File: src/rtl/reset_sequencer.sv
// reset_sequencer: filters clock-generator locks and releases staged resets in order.
// Ports: clk_i, rstn_i, locked_i, sw_rst_req_i, stage_rstn_o, all_released_o, lock_loss_cnt_o.
// Macro RST_SEQ_READY_EN adds stage_ready_i, gating each later release on the previous stage.
module reset_sequencer #(
  parameter int NUM_LOCKS   = 3,
  parameter int NUM_STAGES  = 3,
  parameter int SYNC_STAGES = 3,
  parameter int LOCK_FILTER = 8,
  parameter int STAGE_DELAY = 16
) (
  input  logic                  clk_i,
  input  logic                  rstn_i,
  input  logic [NUM_LOCKS-1:0]  locked_i,
  input  logic                  sw_rst_req_i,
`ifdef RST_SEQ_READY_EN
  input  logic [NUM_STAGES-1:0] stage_ready_i,
`endif
  output logic [NUM_STAGES-1:0] stage_rstn_o,
  output logic                  all_released_o,
  output logic [7:0]            lock_loss_cnt_o
);

  localparam int CMAX =
    (LOCK_FILTER > STAGE_DELAY) ? LOCK_FILTER : STAGE_DELAY;
  localparam int CW = $clog2(CMAX + 1);
  localparam int IW =
    (NUM_STAGES > 1) ? $clog2(NUM_STAGES) : 1;

  localparam logic [CW-1:0] LF_LAST = CW'(LOCK_FILTER - 1);
  localparam logic [CW-1:0] SD_LAST = CW'(STAGE_DELAY - 1);
  localparam logic [IW-1:0] IDX_LAST =
    (NUM_STAGES > 1) ? IW'(NUM_STAGES - 2) : '0;

  typedef enum logic [1:0] {
    HOLD,
    FILTER,
    RELEASE,
    RUN
  } state_t;

  state_t                  state_q, state_d;
  logic [CW-1:0]           cnt_q, cnt_d;
  logic [IW-1:0]           idx_q, idx_d;
  logic [NUM_STAGES-1:0]   stage_q, stage_d;
  logic                    all_q, all_d;
  logic [7:0]              loss_q, loss_d;
  logic [NUM_LOCKS-1:0]    sync_q [SYNC_STAGES];
  logic                    all_lk;
  logic                    ready_ok;

  always_ff @(posedge clk_i or negedge rstn_i) begin
    if (!rstn_i) begin
      for (int i = 0; i < SYNC_STAGES; i++) begin
        sync_q[i] <= '0;
      end
    end else begin
      sync_q[0] <= locked_i;
      for (int i = 1; i < SYNC_STAGES; i++) begin
        sync_q[i] <= sync_q[i-1];
      end
    end
  end

  assign all_lk = &sync_q[SYNC_STAGES-1];

`ifdef RST_SEQ_READY_EN
  assign ready_ok = stage_ready_i[idx_q];
`else
  assign ready_ok = 1'b1;
`endif

  always_comb begin
    state_d = state_q;
    cnt_d   = cnt_q;
    idx_d   = idx_q;
    stage_d = stage_q;
    all_d   = all_q;
    loss_d  = loss_q;
    // Abort outranks any release due on the same edge.
    if (state_q != HOLD && (!all_lk || sw_rst_req_i)) begin
      state_d = HOLD;
      cnt_d   = '0;
      idx_d   = '0;
      stage_d = '0;
      all_d   = 1'b0;
      if (!all_lk && (state_q == RELEASE || state_q == RUN)
          && loss_q != 8'hff) begin
        loss_d = loss_q + 8'd1;
      end
    end else begin
      unique case (state_q)
        HOLD: begin
          if (all_lk && !sw_rst_req_i) begin
            state_d = FILTER;
            cnt_d   = '0;
          end
        end
        FILTER: begin
          if (cnt_q == LF_LAST) begin
            stage_d[0] = 1'b1;
            cnt_d      = '0;
            idx_d      = '0;
            if (NUM_STAGES == 1) begin
              state_d = RUN;
              all_d   = 1'b1;
            end else begin
              state_d = RELEASE;
            end
          end else begin
            cnt_d = cnt_q + CW'(1);
          end
        end
        RELEASE: begin
          if (cnt_q != SD_LAST) begin
            cnt_d = cnt_q + CW'(1);
          end else if (ready_ok) begin
            for (int i = 1; i < NUM_STAGES; i++) begin
              if (i == int'(idx_q) + 1) begin
                stage_d[i] = 1'b1;
              end
            end
            idx_d = idx_q + IW'(1);
            cnt_d = '0;
            if (idx_q == IDX_LAST) begin
              state_d = RUN;
              all_d   = 1'b1;
            end
          end
        end
        RUN: begin
          state_d = RUN;
        end
        default: begin
          state_d = HOLD;
        end
      endcase
    end
  end

  always_ff @(posedge clk_i or negedge rstn_i) begin
    if (!rstn_i) begin
      state_q <= HOLD;
      cnt_q   <= '0;
      idx_q   <= '0;
      stage_q <= '0;
      all_q   <= 1'b0;
      loss_q  <= '0;
    end else begin
      state_q <= state_d;
      cnt_q   <= cnt_d;
      idx_q   <= idx_d;
      stage_q <= stage_d;
      all_q   <= all_d;
      loss_q  <= loss_d;
    end
  end

  assign stage_rstn_o    = stage_q;
  assign all_released_o  = all_q;
  assign lock_loss_cnt_o = loss_q;

endmodule

File: config.mk
export PLATFORM = sky130hd
export DESIGN_NAME = reset_sequencer
export DESIGN_NICKNAME = d
export VERILOG_FILES = /design/src/rtl/reset_sequencer.sv
export SDC_FILE = /design/constraint.sdc
export NUM_CORES = 1
export LEC_CHECK = 0
export CAP_MARGIN = 10
export CORE_MARGIN = 10
export CORE_UTILIZATION = 55
export DETAILED_ROUTE_END_ITERATION = 16
export DONT_BUFFER_PORTS = 1
export MAX_ROUTING_LAYER = met4
export PLACE_DENSITY = 0.81
export SYNTH_ARGS = -nofsm -noshare
export SYNTH_HDL_FRONTEND = slang
export SYNTH_SLANG_ARGS = --single-unit
File: constraint.sdc
create_clock -name clk_i -period 1.8 [get_ports clk_i]
set_input_delay 0.36 -clock clk_i [delete_from_list [all_inputs] [get_ports clk_i]]
set_output_delay 0.36 -clock clk_i [all_outputs]
set_load 0.01 [all_outputs]
==> results.toml, run 1 <==
[outcome]
status = "finished clean"

[timing]
setup_viol = 0
finalHoldViolCount = 0
clock-skew-final_ns = 0.0103
period_share_pct = 97.8
max_freq_ghz = 0.568
slew_viol_final = 0
rsz0062_at_grt = "yes"
tightestPinTransition_ns = 0.553
setup_tns_ns = 0
relSlewSlack_pct = 63.0
fin_crit_ns = 1.76

[detailed_routing]
wire_per_inst_um = 16.9
vias_per_cell = 6.10
postRouteAntennaNets = 0
wl_um = 3150
drt_iter0_drc = 121
first_pass_iters = 4
drc = 0
vias = 1134

[layout]
postLayoutCoreUtil_pct = 70.4
num-nets-final = 170
area_growth_pct = 20.6
antenna_cells = 0
drive_gt1_share_pct = 23.7

[die]
die_w_um = 71.7
initial_core_util_pct = 58.4
core.rowCount = 18
die_area_um2 = 5150
fp.dieH_um = 71.7
coreArea_um2 = 2520
io_pins = 18

[critical_path]
crit_required_ns = 2.04
regToRegSetupSlack_ns = 0.04
worst_r2r_endpoint = "state_q[1]$_DFFE_PN0P_"
start_kind = "flip-flop"
cp-end-kind = "flip-flop"
reg2reg_depth = 5
crit_type = "reg -> reg"
r2r-start = "cnt_q[1]$_DFFE_PN0P_"
cp_max_fo = 4
critPathArrivalTime_ns = 2.00

[yosys]
synth_area_leaders = "dfrtp_1, ha_1, a21oi_1, xnor2_1, inv_1"
ys_ff_latch = 29
synth_most_common_cell = "dfrtp_1"
synth_flop_cell = "dfrtp_1"
netlist_instances = 134
synth_edf_count = 0
yosysUniqueCellTypes = 45
syn_nets = 149
synth_top_area_share_pct = 49.3
async_flop_share_pct = 100
yosysWarnings = 0
avgSynthCellArea_um2 = 11.0
syn_area_um2 = 1470
yosysSeqAreaShare_pct = 49.3
yosys.area.top_type = "dfrtp_1"
synth_common_cells = "dfrtp_1, ha_1, inv_1"

[min_path]
holdPathEnd = "sync_q[8]$_DFF_PN0_"
worstHoldStart = "locked_i[2]"
whs_path_depth = 0
hp-class = "in -> reg"

[global_route]
grt_pass1_vias = 1156
grt_overflow_total = 0
grt_max_degree = 30
grt_use_total_pct = 12.7
grt_first_pass_wirelength_um = 5110
antenna_found_initial = 0

[power_and_ir_drop]
max-vdd-ir-drop_uv = 1250
power_density_nw_per_um2 = 1270
power_leakage_nw = 0.779

[place]
gp_congestion = 0.856
io_buffers = 0
hpwl_um = 2250

[clock_network]
cts_tree = "built"
clk_path_buf_depth = 2
path_clk_slew_ns = 0.09
cts_sinks = 29
numCtsBuffers = 5
cts-root-buf = "clkbuf_4"
clkLatencyLatePin_ns = 0.32
htreeDepth = 2

[run]
max_cap_violations = 0
-- stage by stage --
stage	setup slack (ns)	instances	total power [mW]	hold WS, ns	area [µm²]
2_1_floorplan	-0.0200	134	1.34	0.0644	1490
3_3_place_gp	0.0520	171	1.57	0.0653	1590
3_5_place_dp	-0.0528	171	1.62	0.0653	1590
4_1_cts	0.0296	182	2.22	0.0445	1720
5_1_grt	-0.0588	186	2.39	0.0285	1780
6_report	0.0404	186	2.25	0.0644	1780
-- how the worst max path moves through the flow --
stage | endpoint | slack [ns] | from
after detailed placement | cnt_q[0]$_DFFE_PN0P_ | -0.05 | cnt_q[0]$_DFFE_PN0P_
final | state_q[1]$_DFFE_PN0P_ | 0.04 | cnt_q[1]$_DFFE_PN0P_
after global placement | cnt_q[0]$_DFFE_PN0P_ | 0.05 | cnt_q[0]$_DFFE_PN0P_
after global routing | state_q[1]$_DFFE_PN0P_ | -0.06 | cnt_q[1]$_DFFE_PN0P_
after CTS | state_q[1]$_DFFE_PN0P_ | 0.03 | idx_q[1]$_DFFE_PN0P_
after floorplan | lock_loss_cnt_o[1]$_DFFE_PN0P_ | -0.02 | state_q[0]$_DFFE_PN0P_
-- flip-flops by register name (all words and copies together), names as in the netlist --
signal and cells:
cnt_q 5, stage_rstn_o 3, state_q 2, lock_loss_cnt_o 8
idx_q 2, sync_q 9
-- timing repair --
action | 4_1_cts | 5_1_grt
setup endpoints to repair | 2 | 10
setup buffers | 1 | 4
endpoints found under the hold margin | 29 | 0
resized for setup | 2 | 7
pin swaps | 0 | 3
hold buffers | 2 | 0
-- worst max-delay path: stages, from the launching register on --
cell and delay (ns):
dfrtp_1 0.43, ha_4 0.18, nand3_4 0.08, o41a_1 0.45, or3_1 0.33, a221oi_2 0.21
-- layout make-up --
type | count | area [µm²]
inverter | 8 | 30.0
fill | 185 | 746
sequential | 29 | 726
timing repair buffer | 20 | 169
tap | 30 | 37.5
clock inverter | 1 | 30.0
clock buffer | 7 | 55.1
multi-input combinational | 91 | 729
-- power breakdown --
part	switching (mW)	total [mW]	internal, mW
sequential	0.0826	0.811	0.728
combinational	0.491	0.888	0.397
clock	0.220	0.552	0.332
-- routing by layer --
| layer | global-route usage [%] | wire length (µm) | up-vias |
|---|---|---|---|
| met5 | - | 0 | - |
| met4 | 4.73 | 40 | 0 |
| met3 | 5.79 | 257 | 5 |
| met2 | 22.2 | 1600 | 40 |
| met1 | 11.8 | 1250 | 560 |
| li1 | - | - | 529 |
-- kinds of logic (layout without fill, tap and decap cells) --
| logic type | Yosys count | in the layout | synth area share (%) |
|---|---|---|---|
| AND/OR/NAND/NOR | 41 | 41 | 16.9 |
| AO/OA/AOI/OAI | 31 | 31 | 15.8 |
| flip-flops | 29 | 29 | 49.3 |
| buffers and inverters | 14 | 36 | 3.99 |
| adder cells (fa/ha/maj) | 9 | 9 | 7.65 |
| XOR/XNOR | 7 | 7 | 4.16 |
| multiplexers | 3 | 3 | 2.21 |
-- cell usage in the layout (no fill, tap or decap), types with 4 or more instances in the layout --
| master | Yosys | routed |
|---|---|---|
| nor2_1 | 5 | 5 |
| xnor2_1 | 4 | 4 |
| a21oi_1 | 7 | 7 |
| buf_4 | 1 | 17 |
| ha_1 | 9 | 5 |
| nand2_1 | 7 | 7 |
| clkbuf_4 | 0 | 5 |
| o21ai_0 | 4 | 4 |
| inv_1 | 8 | 6 |
| dfrtp_1 | 29 | 29 |
Note: power is estimated with default switching activity, not from simulation.
==> run 2: changes to the inputs <==
==> constraint.sdc (replaced) <==
create_clock -name clk_i -period 1.8 [get_ports clk_i]
set_input_delay 0.45 -clock clk_i [delete_from_list [all_inputs] [get_ports clk_i]]
set_output_delay 0.45 -clock clk_i [all_outputs]
set_load 0.01 [all_outputs]
==> results of run 2 <==
Same layout as run 1 (identical final DEF). Status: finished clean.
Main changes from that run: hold slack 0.0644 ns -> 0.154 ns
